## config.mk

```make
export PLATFORM = sky130hd
export DESIGN_NAME = ptp_tx_arb
export DESIGN_NICKNAME = d
export VERILOG_FILES = /design/src/rtl/ptp_tx_arb_pkg.sv /design/src/rtl/ptp_tx_arb_ts_demux.sv /design/src/rtl/ptp_tx_arb.sv
export SDC_FILE = /design/constraint.sdc
export NUM_CORES = 1
export LEC_CHECK = 0
export CAP_MARGIN = 0
export CORE_AREA = 2 2 155 157
export CTS_CLUSTER_DIAMETER = 80
export CTS_CLUSTER_SIZE = 28
export DETAILED_ROUTE_END_ITERATION = 6
export DIE_AREA = 0 0 157 159
export GPL_ROUTABILITY_DRIVEN = 0
export PLACE_DENSITY = 0.58
export SETUP_SLACK_MARGIN = 0.3
export SLEW_MARGIN = 20
export SYNTH_ARGS = -nofsm -noshare
export SYNTH_HDL_FRONTEND = slang
export SYNTH_HIERARCHICAL = 1
export SYNTH_SLANG_ARGS = --single-unit
```

## constraint.sdc

```tcl
create_clock -name clk -period 1.9 [get_ports clk]
set_clock_uncertainty 0.05 [all_clocks]
set_input_delay 0.38 -clock clk [delete_from_list [all_inputs] [get_ports clk]]
set_output_delay 0.38 -clock clk [all_outputs]
set_load 0.005 [all_outputs]
```

## src/rtl/ptp_tx_arb_pkg.sv

```systemverilog
// ptp_tx_arb shared definitions: FSM encoding and PTP tag field layout.
// Tag = {source id (MSB), per-source sequence number (low bits)}.
package ptp_tx_arb_pkg;

  localparam logic [1:0] ST_IDLE = 2'd0;
  localparam logic [1:0] ST_TAG  = 2'd1;
  localparam logic [1:0] ST_XFER = 2'd2;

  function automatic int tag_id_bit(input int w);
    return w - 1;
  endfunction

  function automatic int tag_seq_msb(input int w);
    return w - 2;
  endfunction

endpackage

```

## src/rtl/ptp_tx_arb_ts_demux.sv

```systemverilog
// TX timestamp return routing by tag source-id bit.
// Optional orphan counter under PTP_TX_ARB_STATS_EN.
module ptp_tx_arb_ts_demux
  import ptp_tx_arb_pkg::*;
#(
  parameter int PTP_TS_WIDTH  = 96,
  parameter int PTP_TAG_WIDTH = 16
) (
`ifdef PTP_TX_ARB_STATS_EN
  input  logic                     clk,
  output logic [15:0]              stat_ts_orphan,
`endif
  input  logic                     rst,
  input  logic [PTP_TS_WIDTH-1:0]  s_axis_tx_ptp_ts_96,
  input  logic [PTP_TAG_WIDTH-1:0] s_axis_tx_ptp_ts_tag,
  input  logic                     s_axis_tx_ptp_ts_valid,
  output logic                     s_axis_tx_ptp_ts_ready,
  output logic [PTP_TS_WIDTH-1:0]  m0_axis_tx_ptp_ts_96,
  output logic [PTP_TAG_WIDTH-2:0] m0_axis_tx_ptp_ts_tag,
  output logic                     m0_axis_tx_ptp_ts_valid,
  input  logic                     m0_axis_tx_ptp_ts_ready,
  output logic [PTP_TS_WIDTH-1:0]  m1_axis_tx_ptp_ts_96,
  output logic [PTP_TAG_WIDTH-2:0] m1_axis_tx_ptp_ts_tag,
  output logic                     m1_axis_tx_ptp_ts_valid,
  input  logic                     m1_axis_tx_ptp_ts_ready
);

  localparam int ID_BIT  = tag_id_bit(PTP_TAG_WIDTH);
  localparam int SEQ_MSB = tag_seq_msb(PTP_TAG_WIDTH);

  logic               id;
  logic [SEQ_MSB:0]   seq_in;

  assign id     = s_axis_tx_ptp_ts_tag[ID_BIT];
  assign seq_in = s_axis_tx_ptp_ts_tag[SEQ_MSB:0];

  assign m0_axis_tx_ptp_ts_96  = s_axis_tx_ptp_ts_96;
  assign m1_axis_tx_ptp_ts_96  = s_axis_tx_ptp_ts_96;
  assign m0_axis_tx_ptp_ts_tag = seq_in;
  assign m1_axis_tx_ptp_ts_tag = seq_in;

  // Outputs are held quiet while reset is asserted.
  assign m0_axis_tx_ptp_ts_valid =
    ~rst & s_axis_tx_ptp_ts_valid & ~id;
  assign m1_axis_tx_ptp_ts_valid =
    ~rst & s_axis_tx_ptp_ts_valid & id;
  assign s_axis_tx_ptp_ts_ready =
    ~rst & (id ? m1_axis_tx_ptp_ts_ready
               : m0_axis_tx_ptp_ts_ready);

`ifdef PTP_TX_ARB_STATS_EN
  logic [SEQ_MSB:0] exp0;
  logic [SEQ_MSB:0] exp1;
  logic             hs0;
  logic             hs1;
  logic             orphan_hit;

  assign hs0 = m0_axis_tx_ptp_ts_valid & m0_axis_tx_ptp_ts_ready;
  assign hs1 = m1_axis_tx_ptp_ts_valid & m1_axis_tx_ptp_ts_ready;
  assign orphan_hit = (hs0 & (seq_in != exp0)) |
                      (hs1 & (seq_in != exp1));

  // Expected sequence resyncs to the returned one so a lost
  // timestamp is counted once, not on every later return.
  always_ff @(posedge clk or posedge rst) begin
    if (rst) begin
      exp0           <= '0;
      exp1           <= '0;
      stat_ts_orphan <= '0;
    end else begin
      if (hs0)
        exp0 <= seq_in + 1'b1;
      if (hs1)
        exp1 <= seq_in + 1'b1;
      if (orphan_hit && stat_ts_orphan != 16'hffff)
        stat_ts_orphan <= stat_ts_orphan + 16'd1;
    end
  end
`endif

endmodule

```

## src/rtl/ptp_tx_arb.sv

```systemverilog
// Two-source frame round-robin arbiter for 1G MAC TX with PTP tagging.
// Optional statistics counters under PTP_TX_ARB_STATS_EN.
module ptp_tx_arb
  import ptp_tx_arb_pkg::*;
#(
  parameter int PTP_TS_WIDTH  = 96,
  parameter int PTP_TAG_WIDTH = 16
) (
  input  logic                     clk,
  input  logic                     rst,
  input  logic [7:0]               s0_axis_tdata,
  input  logic                     s0_axis_tvalid,
  output logic                     s0_axis_tready,
  input  logic                     s0_axis_tlast,
  input  logic                     s0_axis_tuser,
  input  logic [7:0]               s1_axis_tdata,
  input  logic                     s1_axis_tvalid,
  output logic                     s1_axis_tready,
  input  logic                     s1_axis_tlast,
  input  logic                     s1_axis_tuser,
  output logic [7:0]               m_axis_tdata,
  output logic                     m_axis_tvalid,
  input  logic                     m_axis_tready,
  output logic                     m_axis_tlast,
  output logic                     m_axis_tuser,
  output logic [PTP_TAG_WIDTH-1:0] m_axis_tx_ptp_ts_tag,
  output logic                     m_axis_tx_ptp_ts_tag_valid,
  input  logic                     m_axis_tx_ptp_ts_tag_ready,
  input  logic [PTP_TS_WIDTH-1:0]  s_axis_tx_ptp_ts_96,
  input  logic [PTP_TAG_WIDTH-1:0] s_axis_tx_ptp_ts_tag,
  input  logic                     s_axis_tx_ptp_ts_valid,
  output logic                     s_axis_tx_ptp_ts_ready,
  output logic [PTP_TS_WIDTH-1:0]  m0_axis_tx_ptp_ts_96,
  output logic [PTP_TAG_WIDTH-2:0] m0_axis_tx_ptp_ts_tag,
  output logic                     m0_axis_tx_ptp_ts_valid,
  input  logic                     m0_axis_tx_ptp_ts_ready,
  output logic [PTP_TS_WIDTH-1:0]  m1_axis_tx_ptp_ts_96,
  output logic [PTP_TAG_WIDTH-2:0] m1_axis_tx_ptp_ts_tag,
  output logic                     m1_axis_tx_ptp_ts_valid,
  input  logic                     m1_axis_tx_ptp_ts_ready,
`ifdef PTP_TX_ARB_STATS_EN
  output logic [31:0]              stat_frames0,
  output logic [31:0]              stat_frames1,
  output logic [15:0]              stat_ts_orphan,
`endif
  output logic [1:0]               grant
);

  localparam int SEQ_W = tag_seq_msb(PTP_TAG_WIDTH) + 1;

  logic [1:0]       state;
  logic             ptr;
  logic [SEQ_W-1:0] seq0;
  logic [SEQ_W-1:0] seq1;
  logic             gid;
  logic             pick;
  logic             beat_hs;
  logic             end_hs;

  assign gid = grant[1];

  // Tie goes to the source that was not granted last.
  assign pick = (s0_axis_tvalid & s1_axis_tvalid) ? ~ptr
                                                  : s1_axis_tvalid;

  assign beat_hs = m_axis_tvalid & m_axis_tready;
  assign end_hs  = beat_hs & m_axis_tlast;

  assign m_axis_tx_ptp_ts_tag_valid = (state == ST_TAG);
  assign m_axis_tx_ptp_ts_tag = {gid, gid ? seq1 : seq0};

  always_ff @(posedge clk or posedge rst) begin
    if (rst) begin
      state <= ST_IDLE;
      ptr   <= 1'b1;
      grant <= 2'b00;
      seq0  <= '0;
      seq1  <= '0;
    end else begin
      unique case (state)
        ST_IDLE: begin
          if (s0_axis_tvalid | s1_axis_tvalid) begin
            state <= ST_TAG;
            grant <= pick ? 2'b10 : 2'b01;
            ptr   <= pick;
          end
        end
        ST_TAG: begin
          if (m_axis_tx_ptp_ts_tag_ready) begin
            state <= ST_XFER;
            if (gid)
              seq1 <= seq1 + 1'b1;
            else
              seq0 <= seq0 + 1'b1;
          end
        end
        ST_XFER: begin
          if (end_hs) begin
            state <= ST_IDLE;
            grant <= 2'b00;
          end
        end
        default: begin
          state <= ST_IDLE;
          grant <= 2'b00;
        end
      endcase
    end
  end

  // Zero-latency pass-through of the owner while in XFER.
  always_comb begin
    m_axis_tdata   = 8'h00;
    m_axis_tvalid  = 1'b0;
    m_axis_tlast   = 1'b0;
    m_axis_tuser   = 1'b0;
    s0_axis_tready = 1'b0;
    s1_axis_tready = 1'b0;
    if (state == ST_XFER) begin
      if (gid) begin
        m_axis_tdata   = s1_axis_tdata;
        m_axis_tvalid  = s1_axis_tvalid;
        m_axis_tlast   = s1_axis_tlast;
        m_axis_tuser   = s1_axis_tuser;
        s1_axis_tready = m_axis_tready;
      end else begin
        m_axis_tdata   = s0_axis_tdata;
        m_axis_tvalid  = s0_axis_tvalid;
        m_axis_tlast   = s0_axis_tlast;
        m_axis_tuser   = s0_axis_tuser;
        s0_axis_tready = m_axis_tready;
      end
    end
  end

`ifdef PTP_TX_ARB_STATS_EN
  always_ff @(posedge clk or posedge rst) begin
    if (rst) begin
      stat_frames0 <= '0;
      stat_frames1 <= '0;
    end else if (end_hs) begin
      if (gid)
        stat_frames1 <= stat_frames1 + 32'd1;
      else
        stat_frames0 <= stat_frames0 + 32'd1;
    end
  end
`endif

  ptp_tx_arb_ts_demux #(
    .PTP_TS_WIDTH  (PTP_TS_WIDTH),
    .PTP_TAG_WIDTH (PTP_TAG_WIDTH)
  ) u_ts_demux (
`ifdef PTP_TX_ARB_STATS_EN
    .clk                     (clk),
    .stat_ts_orphan          (stat_ts_orphan),
`endif
    .rst                     (rst),
    .s_axis_tx_ptp_ts_96     (s_axis_tx_ptp_ts_96),
    .s_axis_tx_ptp_ts_tag    (s_axis_tx_ptp_ts_tag),
    .s_axis_tx_ptp_ts_valid  (s_axis_tx_ptp_ts_valid),
    .s_axis_tx_ptp_ts_ready  (s_axis_tx_ptp_ts_ready),
    .m0_axis_tx_ptp_ts_96    (m0_axis_tx_ptp_ts_96),
    .m0_axis_tx_ptp_ts_tag   (m0_axis_tx_ptp_ts_tag),
    .m0_axis_tx_ptp_ts_valid (m0_axis_tx_ptp_ts_valid),
    .m0_axis_tx_ptp_ts_ready (m0_axis_tx_ptp_ts_ready),
    .m1_axis_tx_ptp_ts_96    (m1_axis_tx_ptp_ts_96),
    .m1_axis_tx_ptp_ts_tag   (m1_axis_tx_ptp_ts_tag),
    .m1_axis_tx_ptp_ts_valid (m1_axis_tx_ptp_ts_valid),
    .m1_axis_tx_ptp_ts_ready (m1_axis_tx_ptp_ts_ready)
  );

endmodule

```

=== After elaboration in Yosys (flattened, before gate mapping) ===
Cells that the tools add are included.

* Logic and storage cells: 53
* Bits of input ports: 141
* Register bits after elaboration: 35
* Output and inout port bits: 257

* Reduce and logical (&&, ||, !) cells: 6
* Bitwise logic cells: 13
* Mux-type cells: 22
* Eq/ne operators: 5
* Add/sub/neg operators: 2

{| class="wikitable"
|+ Operators with widths
! kind !! number
|-
| $add 15x1->15 const B || 2
|-
| $mux 8 || 2
|-
| $mux 15 || 1
|-
| $mux 1 || 12
|-
| $pmux 2 s3 || 2
|-
| $reduce_and 3->1 || 4
|-
| $mux 2 || 5
|-
| $and 1x1->1 || 7
|-
| $not 1->1 || 5
|-
| $ne 2x2->1 const B || 2
|-
| $eq 2x1->1 const B || 1
|-
| $eq 2x2->1 const B || 1
|-
| $logic_not 2->1 || 1
|-
| $ne 2x1->1 const B || 1
|-
| $reduce_and 2->1 || 1
|-
| $or 1x1->1 || 1
|}

=== Longest topological paths before layout ===
Gate-level depths: netlist of the first run.

* Depth in word-level cells: 6
* Gate-level depth with buffers: 7
* Gate-level depth less buffers: 5

=== By module ===
The synthesis of the first run kept the hierarchy.

{| class="wikitable"
|+ Modules (own cells, without submodules)
! module !! instances !! seq. area each (um^2) !! area each (um^2) !! cells an instance
|-
| ptp_tx_arb || 1 || 877.1 || 1984.4 || 189
|-
| ptp_tx_arb_ts_demux || 1 || 0.0 || 1697.9 || 226
|}

=== Worst setup path before layout of the first run ===
No wires, ideal clock.

* Path kind: reg2out
* From: reg grant[1]
* To: out m_axis_tdata[0]
* Path slack: 0.257 ns
* Stages on the path, launching flop included: 6
* Path buffers: 3
* Arrival time: 1.213 ns
* Cells stage by stage: dfrtp_1 > buf_6 > buf_2 > buf_2 > mux2i_1 > nor2_1

* Word-level cells in the longest chain between the ends: 2

{| class="wikitable"
|+ RTL lines
! element !! line !! RTL
|-
| from (decl) || ptp_tx_arb.sv:46 || <nowiki>output logic [1:0] grant</nowiki>
|-
| from (signal assigned) || ptp_tx_arb.sv:84 || <nowiki>grant <= pick ? 2'b10 : 2'b01;</nowiki>
|-
| $mux 8 || ptp_tx_arb.sv:120 || <nowiki>if (gid) begin</nowiki>
|-
| $mux 8 || ptp_tx_arb.sv:119 || <nowiki>if (state == ST_XFER) begin</nowiki>
|-
| to (decl) || ptp_tx_arb.sv:21 || <nowiki>output logic [7:0] m_axis_tdata,</nowiki>
|}

Every way passes these cells.

=== Final worst setup path of the first run ===
* From: reg grant[1]
* To: out m_axis_tx_ptp_ts_tag[8]

* Word-level cells in the longest chain between the ends: 1

{| class="wikitable"
|+ RTL lines
! element !! line !! RTL
|-
| $mux 15 || ptp_tx_arb.sv:70 || <nowiki>assign m_axis_tx_ptp_ts_tag = {gid, gid ? seq1 : seq0};</nowiki>
|-
| to (decl) || ptp_tx_arb.sv:26 || <nowiki>output logic [PTP_TAG_WIDTH-1:0] m_axis_tx_ptp_ts_tag,</nowiki>
|}

Every way passes these cells.

==> flow_metrics.env, run 1 <==
export IMPL_rows=56
export IMPL_detail_route_antenna_nets=0
export IMPL_dr_pass1_iters=4
export IMPL_critPathBufInv=3
export IMPL_power_density_nw_per_um2=1060
export IMPL_critPathLaunchType="register"
export IMPL_setup_viol=10
export IMPL_grt_pass1_wl_um=13400
export IMPL_worstReg2RegStart="grant[1]$_DFFE_PP0P_"
export IMPL_critPathRequiredTime_ps=1470
export IMPL_drv_cap=0
export IMPL_p_leak_nw=1.89
export IMPL_nNetsFinal=468
export IMPL_clock_sinks=35
export IMPL_grt_pass1_vias=2196
export IMPL_clock_latency_ps=280
export IMPL_wl_um=9420
export IMPL_grt_max_degree=26
export IMPL_cts_path_max_buffers=2
export IMPL_path_clk_slew_ps=60
export IMPL_post_drt_wl_per_cell_um=14.6
export IMPL_drive_gt1_share_pct=52.5
export IMPL_die_y_um=159
export IMPL_core_area_um2=23200
export IMPL_syn_to_final_growth_pct=12.6
export IMPL_hold_path_class="in2async"
export IMPL_syn_cell_area_um2=3680
export IMPL_vias_per_cell=3.29
export IMPL_crit_path_max_incr_delay_ps=490
export IMPL_outcome="finished, violations left"
export IMPL_drcViolationCount=0
export IMPL_synth_async_reset_ratio_pct=100
export IMPL_max_slew_worst_pin_slew_ps=428
export IMPL_period_share_pct=101
export IMPL_total_power_mw=4.38
export IMPL_cp_slowest_cell="dfrtp_2"
export IMPL_dieArea_um2=25000
export IMPL_grt_usage_pct=7.16
export IMPL_slew_violations=0
export IMPL_synth_edf_count=0
export IMPL_synth_distinct_cells=36
export IMPL_dpl_hpwl_um=7020
export IMPL_vdd_drop_max_v=0.000383
export IMPL_placed_cell_area_um2=3240
export IMPL_place_inst=596
export IMPL_overflow=0
export IMPL_io_buffer_count=64
export IMPL_cts_tree="yes"
export IMPL_end_kind="primary output"
export IMPL_syn_nets=558
export IMPL_max_slew_margin_pct=71.3
export IMPL_antenna_cells=0
export IMPL_layout_commonest_cell="buf_6"
export IMPL_root_buffer="clkbuf_16"
export IMPL_cts_inserted_buffers=5
export IMPL_htree_levels=2
export IMPL_cp_arrival_ps=1490
export IMPL_rsz0062_at_grt="yes"
export IMPL_critPathLaunch="grant[1]$_DFFE_PP0P_"
export IMPL_instances_no_fill=645
export IMPL_io_pins=398
export IMPL_synthFlopType="dfrtp_1"
export IMPL_fin_hold_ws_ps=332
export IMPL_syn_inst=415
export IMPL_worstPathCellList="clkbuf_16 -> buf_8 -> mux2_4 -> buf_6"
export IMPL_ys_seq_area_share_pct=23.8
export IMPL_cp_top_family="flip-flops"
export IMPL_syn_area_per_cell_um2=8.87
export IMPL_drt_first_iter_violations=48
export IMPL_antenna_found_initial=0
export IMPL_final_cell_area_um2=4150
export IMPL_path_class="reg2out"
export IMPL_fmax_ghz=0.520
export IMPL_hold_viol=0
export IMPL_ys_ff_latch=35
export IMPL_violations="negative setup slack"
export IMPL_start_util_pct=15.9
export IMPL_yosysWarnings=6
export IMPL_hold_buffers=0
export IMPL_cp_max_fo=5
export IMPL_num_vias=2119
export IMPL_layout_common_cells="buf_6 (56), dfrtp_1 (32), clkdlybuf4s50_1 (26)"
export IMPL_die_x_um=157
export IMPL_worst_slack_ps=-22.8
export IMPL_period_minus_slack_ps=1920
## path summary, 6_finish.rpt
| check | endpoint | slack, ps | cells after the start |
|---|---|---|---|
| setup reg to reg | seq0[7]$_DFFE_PP0P_ | -10 | 7 |
| setup / recovery | m_axis_tx_ptp_ts_tag[8] | -20 | 4 |
| max in group asynchronous | seq0[12]$_DFFE_PP0P_ | 1130 | 4 |
| hold reg to reg | seq0[14]$_DFFE_PP0P_ | 420 | 1 |
| min in group clk | seq0[14]$_DFFE_PP0P_ | 420 | 1 |
| hold / removal | seq1[8]$_DFFE_PP0P_ | 330 | 4 |
## stage by stage
step           util (%)  worst slack [ps]  setup TNS (ps)
2_1_floorplan         -               320               0
3_5_place_dp       14.0              -217           -2410
6_report           17.9             -22.8            -116
5_1_grt            17.9             -97.9           -1510
3_3_place_gp       14.0              -217           -1940
4_1_cts            16.6             -80.5            -899
## worst reg2reg max path, cell delays in order (launching register included)
cell and delay (ps):
dfrtp_2 490, buf_6 170, buf_6 110, buf_6 100, and4bb_4 350, and3_4 270, nand4_1 120, xnor2_1 150
## final cells by class
class	instances	area, um^2
inverter	4	15.0
multi-input combinational	144	1350
tap	319	399
fill	2552	19000
sequential	35	880
clock inverter	1	5.00
timing repair buffer	135	1350
clock buffer	7	143
## logic make-up (layout without fill, tap and decap cells)
group | count (synthesis) | count (layout) | synth area share [%]
and+or+nand+nor | 76 | 76 | 11.6
AOI/OAI and AO/OA | 9 | 9 | 1.43
buffers and inverters | 236 | 147 | 47.4
DFF | 35 | 35 | 23.8
muxes | 29 | 29 | 8.46
adders and majority gates | 2 | 2 | 0.679
xor gates and xnor gates | 28 | 28 | 6.66
## power breakdown
part | switching [mW] | leakage (nW) | internal, mW
combinational | 0.915 | 1.35 | 1.57
sequential | 0.177 | 0.461 | 0.899
clock | 0.297 | 0.0739 | 0.519
## Yosys cell counts (all sizes together) (4+ instances only)
| library cell | count | area, um^2 |
|---|---|---|
| mux2i | 12 | 120 |
| nand2 | 15 | 56.3 |
| nand4 | 6 | 37.5 |
| xnor2 | 20 | 175 |
| nor3 | 4 | 30.0 |
| nand3 | 10 | 50.1 |
| inv | 4 | 15.0 |
| xor2 | 8 | 70.1 |
| and3 | 7 | 43.8 |
| mux2 | 17 | 191 |
| dfrtp | 34 | 851 |
| nor2 | 17 | 63.8 |
| buf | 231 | 1730 |
| o21ai | 4 | 20.0 |
## registers in the layout, summed over array words and instances (netlist names)
signal and cells:
grant 2, seq0 15, ptr 1, seq1 15, state 2
## repair_timing
| item | CTS | global route |
|---|---|---|
| resized for setup | 235 | 39 |
| pin swaps | 29 | 24 |
| setup buffers | 25 | 14 |
| setup endpoints to repair | 54 | 62 |
| cloned | 2 | 0 |
| endpoints found under the hold margin | 0 | 0 |
## per-layer routing
metal	GRT usage, %	vias up	wire, um
li1	-	931	-
met1	7.72	959	3350
met2	10.5	164	4240
met3	4.22	65	1270
met4	4.67	0	548
met5	0.992	-	0
(Power assumes the default switching activity.)
==> run 2, diff against run 1 <==
--- a/config.mk
+++ b/config.mk
@@ -5,6 +5,7 @@
 export SDC_FILE = /design/constraint.sdc
 export NUM_CORES = 1
 export LEC_CHECK = 0
+export ABC_CLOCK_PERIOD_IN_PS = 1900
 export CAP_MARGIN = 0
 export CORE_AREA = 2 2 155 157
 export CTS_CLUSTER_DIAMETER = 80
@@ -13,6 +14,7 @@
 export DIE_AREA = 0 0 157 159
 export GPL_ROUTABILITY_DRIVEN = 0
 export PLACE_DENSITY = 0.58
+export REMOVE_ABC_BUFFERS = 1
 export SETUP_SLACK_MARGIN = 0.3
 export SLEW_MARGIN = 20
 export SYNTH_ARGS = -nofsm -noshare
==> run 2 against run 1 <==
Net effect:
- the flow still finishes with violations (negative setup slack)
- combinational power is 13% lower
- final cell count is 3.3% lower
- first-iteration DRC count grew to 3.8 times the previous value
- maximum frequency is 0.60% higher
- final area is 6.2% lower
- worst hold slack worse by 47 ps
- sequential cell count stayed put
- non-clock buffer count is 22 lower
- clock power hardly changed
- critical path type unchanged
- critical endpoint is now m_axis_tx_ptp_ts_tag[5]
- largest cell class is now multi-input gates
==> flow_metrics.env, run 2 (synthesis results as in run 1) <==
export IMPL_fmax_ghz=0.523
export IMPL_outcome="finished, violations left"
export IMPL_vdd_drop_max_v=0.000425
export IMPL_tns_ps=-18.5
export IMPL_top_layer_used="met5"
export IMPL_critPathBufInv=3
export IMPL_hold_viol=0
export IMPL_drcViolationCount=0
export IMPL_nNetsFinal=446
export IMPL_dpl_hpwl_um=31800
export IMPL_place_inst=590
export IMPL_m1WireLength_um=7460
export IMPL_vias_per_cell=4.24
export IMPL_cp_arrival_ps=1480
export IMPL_wl_um=36600
export IMPL_fillers=2590
export IMPL_post_drt_wl_per_cell_um=58.6
export IMPL_root_buffer="clkbuf_16"
export IMPL_power_density_nw_per_um2=1040
export IMPL_drt_first_iter_violations=182
export IMPL_total_power_mw=4.06
export IMPL_wl_met3_um=9310
export IMPL_placed_cell_area_um2=3210
export IMPL_worst_slack_ps=-11.4
export IMPL_rows=56
export IMPL_cp_max_fo=5
export IMPL_die_y_um=159
export IMPL_path_clk_slew_ps=60
export IMPL_num_vias=2644
export IMPL_grt_max_degree=36
export IMPL_hold_buffers=0
export IMPL_htree_levels=2
export IMPL_rrSetupSlack_ps=30
export IMPL_path_class="reg2out"
export IMPL_dieArea_um2=25000
export IMPL_clock_sinks=35
export IMPL_overflow=0
export IMPL_start_util_pct=15.9
export IMPL_worstPathCellList="buf_6 -> buf_12 -> mux2_4 -> buf_6"
export IMPL_slew_violations=0
export IMPL_violations="negative setup slack"
export IMPL_crit_path_max_incr_delay_ps=450
export IMPL_grt_pass1_wl_um=41600
export IMPL_core_area_um2=23200
export IMPL_period_share_pct=101
export IMPL_layout_common_cells="buf_6 (37), dfrtp_1 (33), clkdlybuf4s50_1 (23)"
export IMPL_p_leak_nw=1.78
export IMPL_io_buffer_count=64
export IMPL_route_met2_wl_um=15900
export IMPL_cts_path_max_buffers=2
export IMPL_antenna_found_initial=2
export IMPL_critPathLaunchType="register"
export IMPL_grt_usage_pct=28.3
export IMPL_die_x_um=157
export IMPL_final_cell_area_um2=3890
export IMPL_dr_pass1_iters=4
export IMPL_cp_slowest_cell="dfrtp_2"
export IMPL_cts_tree="yes"
export IMPL_end_kind="primary output"
export IMPL_layout_commonest_cell="buf_6"
export IMPL_max_slew_worst_pin_slew_ps=447
export IMPL_drive_gt1_share_pct=47.0
export IMPL_timing_critical_path_mode_cell="buf_6"
export IMPL_cts_inserted_buffers=5
export IMPL_drv_cap=0
export IMPL_max_slew_margin_pct=70.1
export IMPL_detail_route_antenna_nets=0
export IMPL_instances_no_fill=624
export IMPL_setup_viol=3
export IMPL_cp_top_family="flip-flops"
export IMPL_reg_largest_list="seq0: 15 flops, seq1: 15 flops"
export IMPL_rsz0062_at_grt="yes"
export IMPL_period_minus_slack_ps=1910
export IMPL_critPathRequiredTime_ps=1470
export IMPL_grt_pass1_vias=2279
export IMPL_io_pins=398
export IMPL_syn_to_final_growth_pct=5.71
export IMPL_clock_latency_ps=290
export IMPL_hold_path_class="in2async"
==> run 2: changes by cell type in the layout (fill, tap and decap cells not counted), moves of 3 or more <==
cell,change
buf_4,-3
buf_16,+3
clkdlybuf4s50_1,-3
buf_6,-19
==> run 2: path summary, 6_finish.rpt <==
path,from,endpoint,cells past startpoint
worst max-delay path,grant[1]$_DFFE_PP0P_,m_axis_tx_ptp_ts_tag[5],4
worst min-delay path,rst,seq1[13]$_DFFE_PP0P_,3
worst max register to register,grant[1]$_DFFE_PP0P_,seq0[10]$_DFFE_PP0P_,7
worst min register to register,seq1[14]$_DFFE_PP0P_,seq1[14]$_DFFE_PP0P_,1
max in group asynchronous,rst,ptr$_DFFE_PP1P_,3
min in group clk,seq1[14]$_DFFE_PP0P_,seq1[14]$_DFFE_PP0P_,1
==> run 2: power by group <==
| part | internal (mW) | switching [mW] | leakage, nW |
|---|---|---|---|
| logic | 1.33 | 0.824 | 1.25 |
| clock network | 0.485 | 0.334 | 0.0679 |
| registers | 0.897 | 0.186 | 0.462 |
==> run 2: per-stage QoR <==
stage / setup WS [ps] / utilization (%) / hold slack (ps)
2_1_floorplan: -210 / - / 388
3_3_place_gp: -252 / 13.8 / 408
3_5_place_dp: -271 / 13.8 / 416
4_1_cts: -1.81 / 16.0 / 287
5_1_grt: -73.5 / 16.8 / 319
6_report: -11.4 / 16.8 / 285
==> run 2: timing repair <==
item                       CTS  global route
pin swaps                   25            20
gates resized for setup    212            33
cloned                       3             0
setup buffers               16             6
setup endpoints to repair   49            61
==> run 2: area by class of cell <==
cell class | instances | area [um^2] | share of cell area, %
inverters | 4 | 15.0 | 0.386
clock buffers | 7 | 133 | 3.41
multi-input cells | 144 | 1310 | 33.7
well taps | 319 | 399 | 10.3
flip-flops and latches | 35 | 878 | 22.6
diodes | 1 | 2.50 | 0.0643
clock inverters | 1 | 5.00 | 0.129
repair buffers | 113 | 1150 | 29.5
==> run 2: worst register-to-register path, delay by kind of cell, from the launching register on <==
family / cells / cell delay, ps
flops: 1 / 450
simple gates: 2 / 500
buf+inv: 4 / 640
xor+xnor: 1 / 120
==> run 2: metal layers <==
layer / track usage [%] / up-vias
met1: 17.2 / 1196
met4: 22.0 / 12
li1: - / 895
met5: 11.7 / -
met2: 42.5 / 430
met3: 33.4 / 111
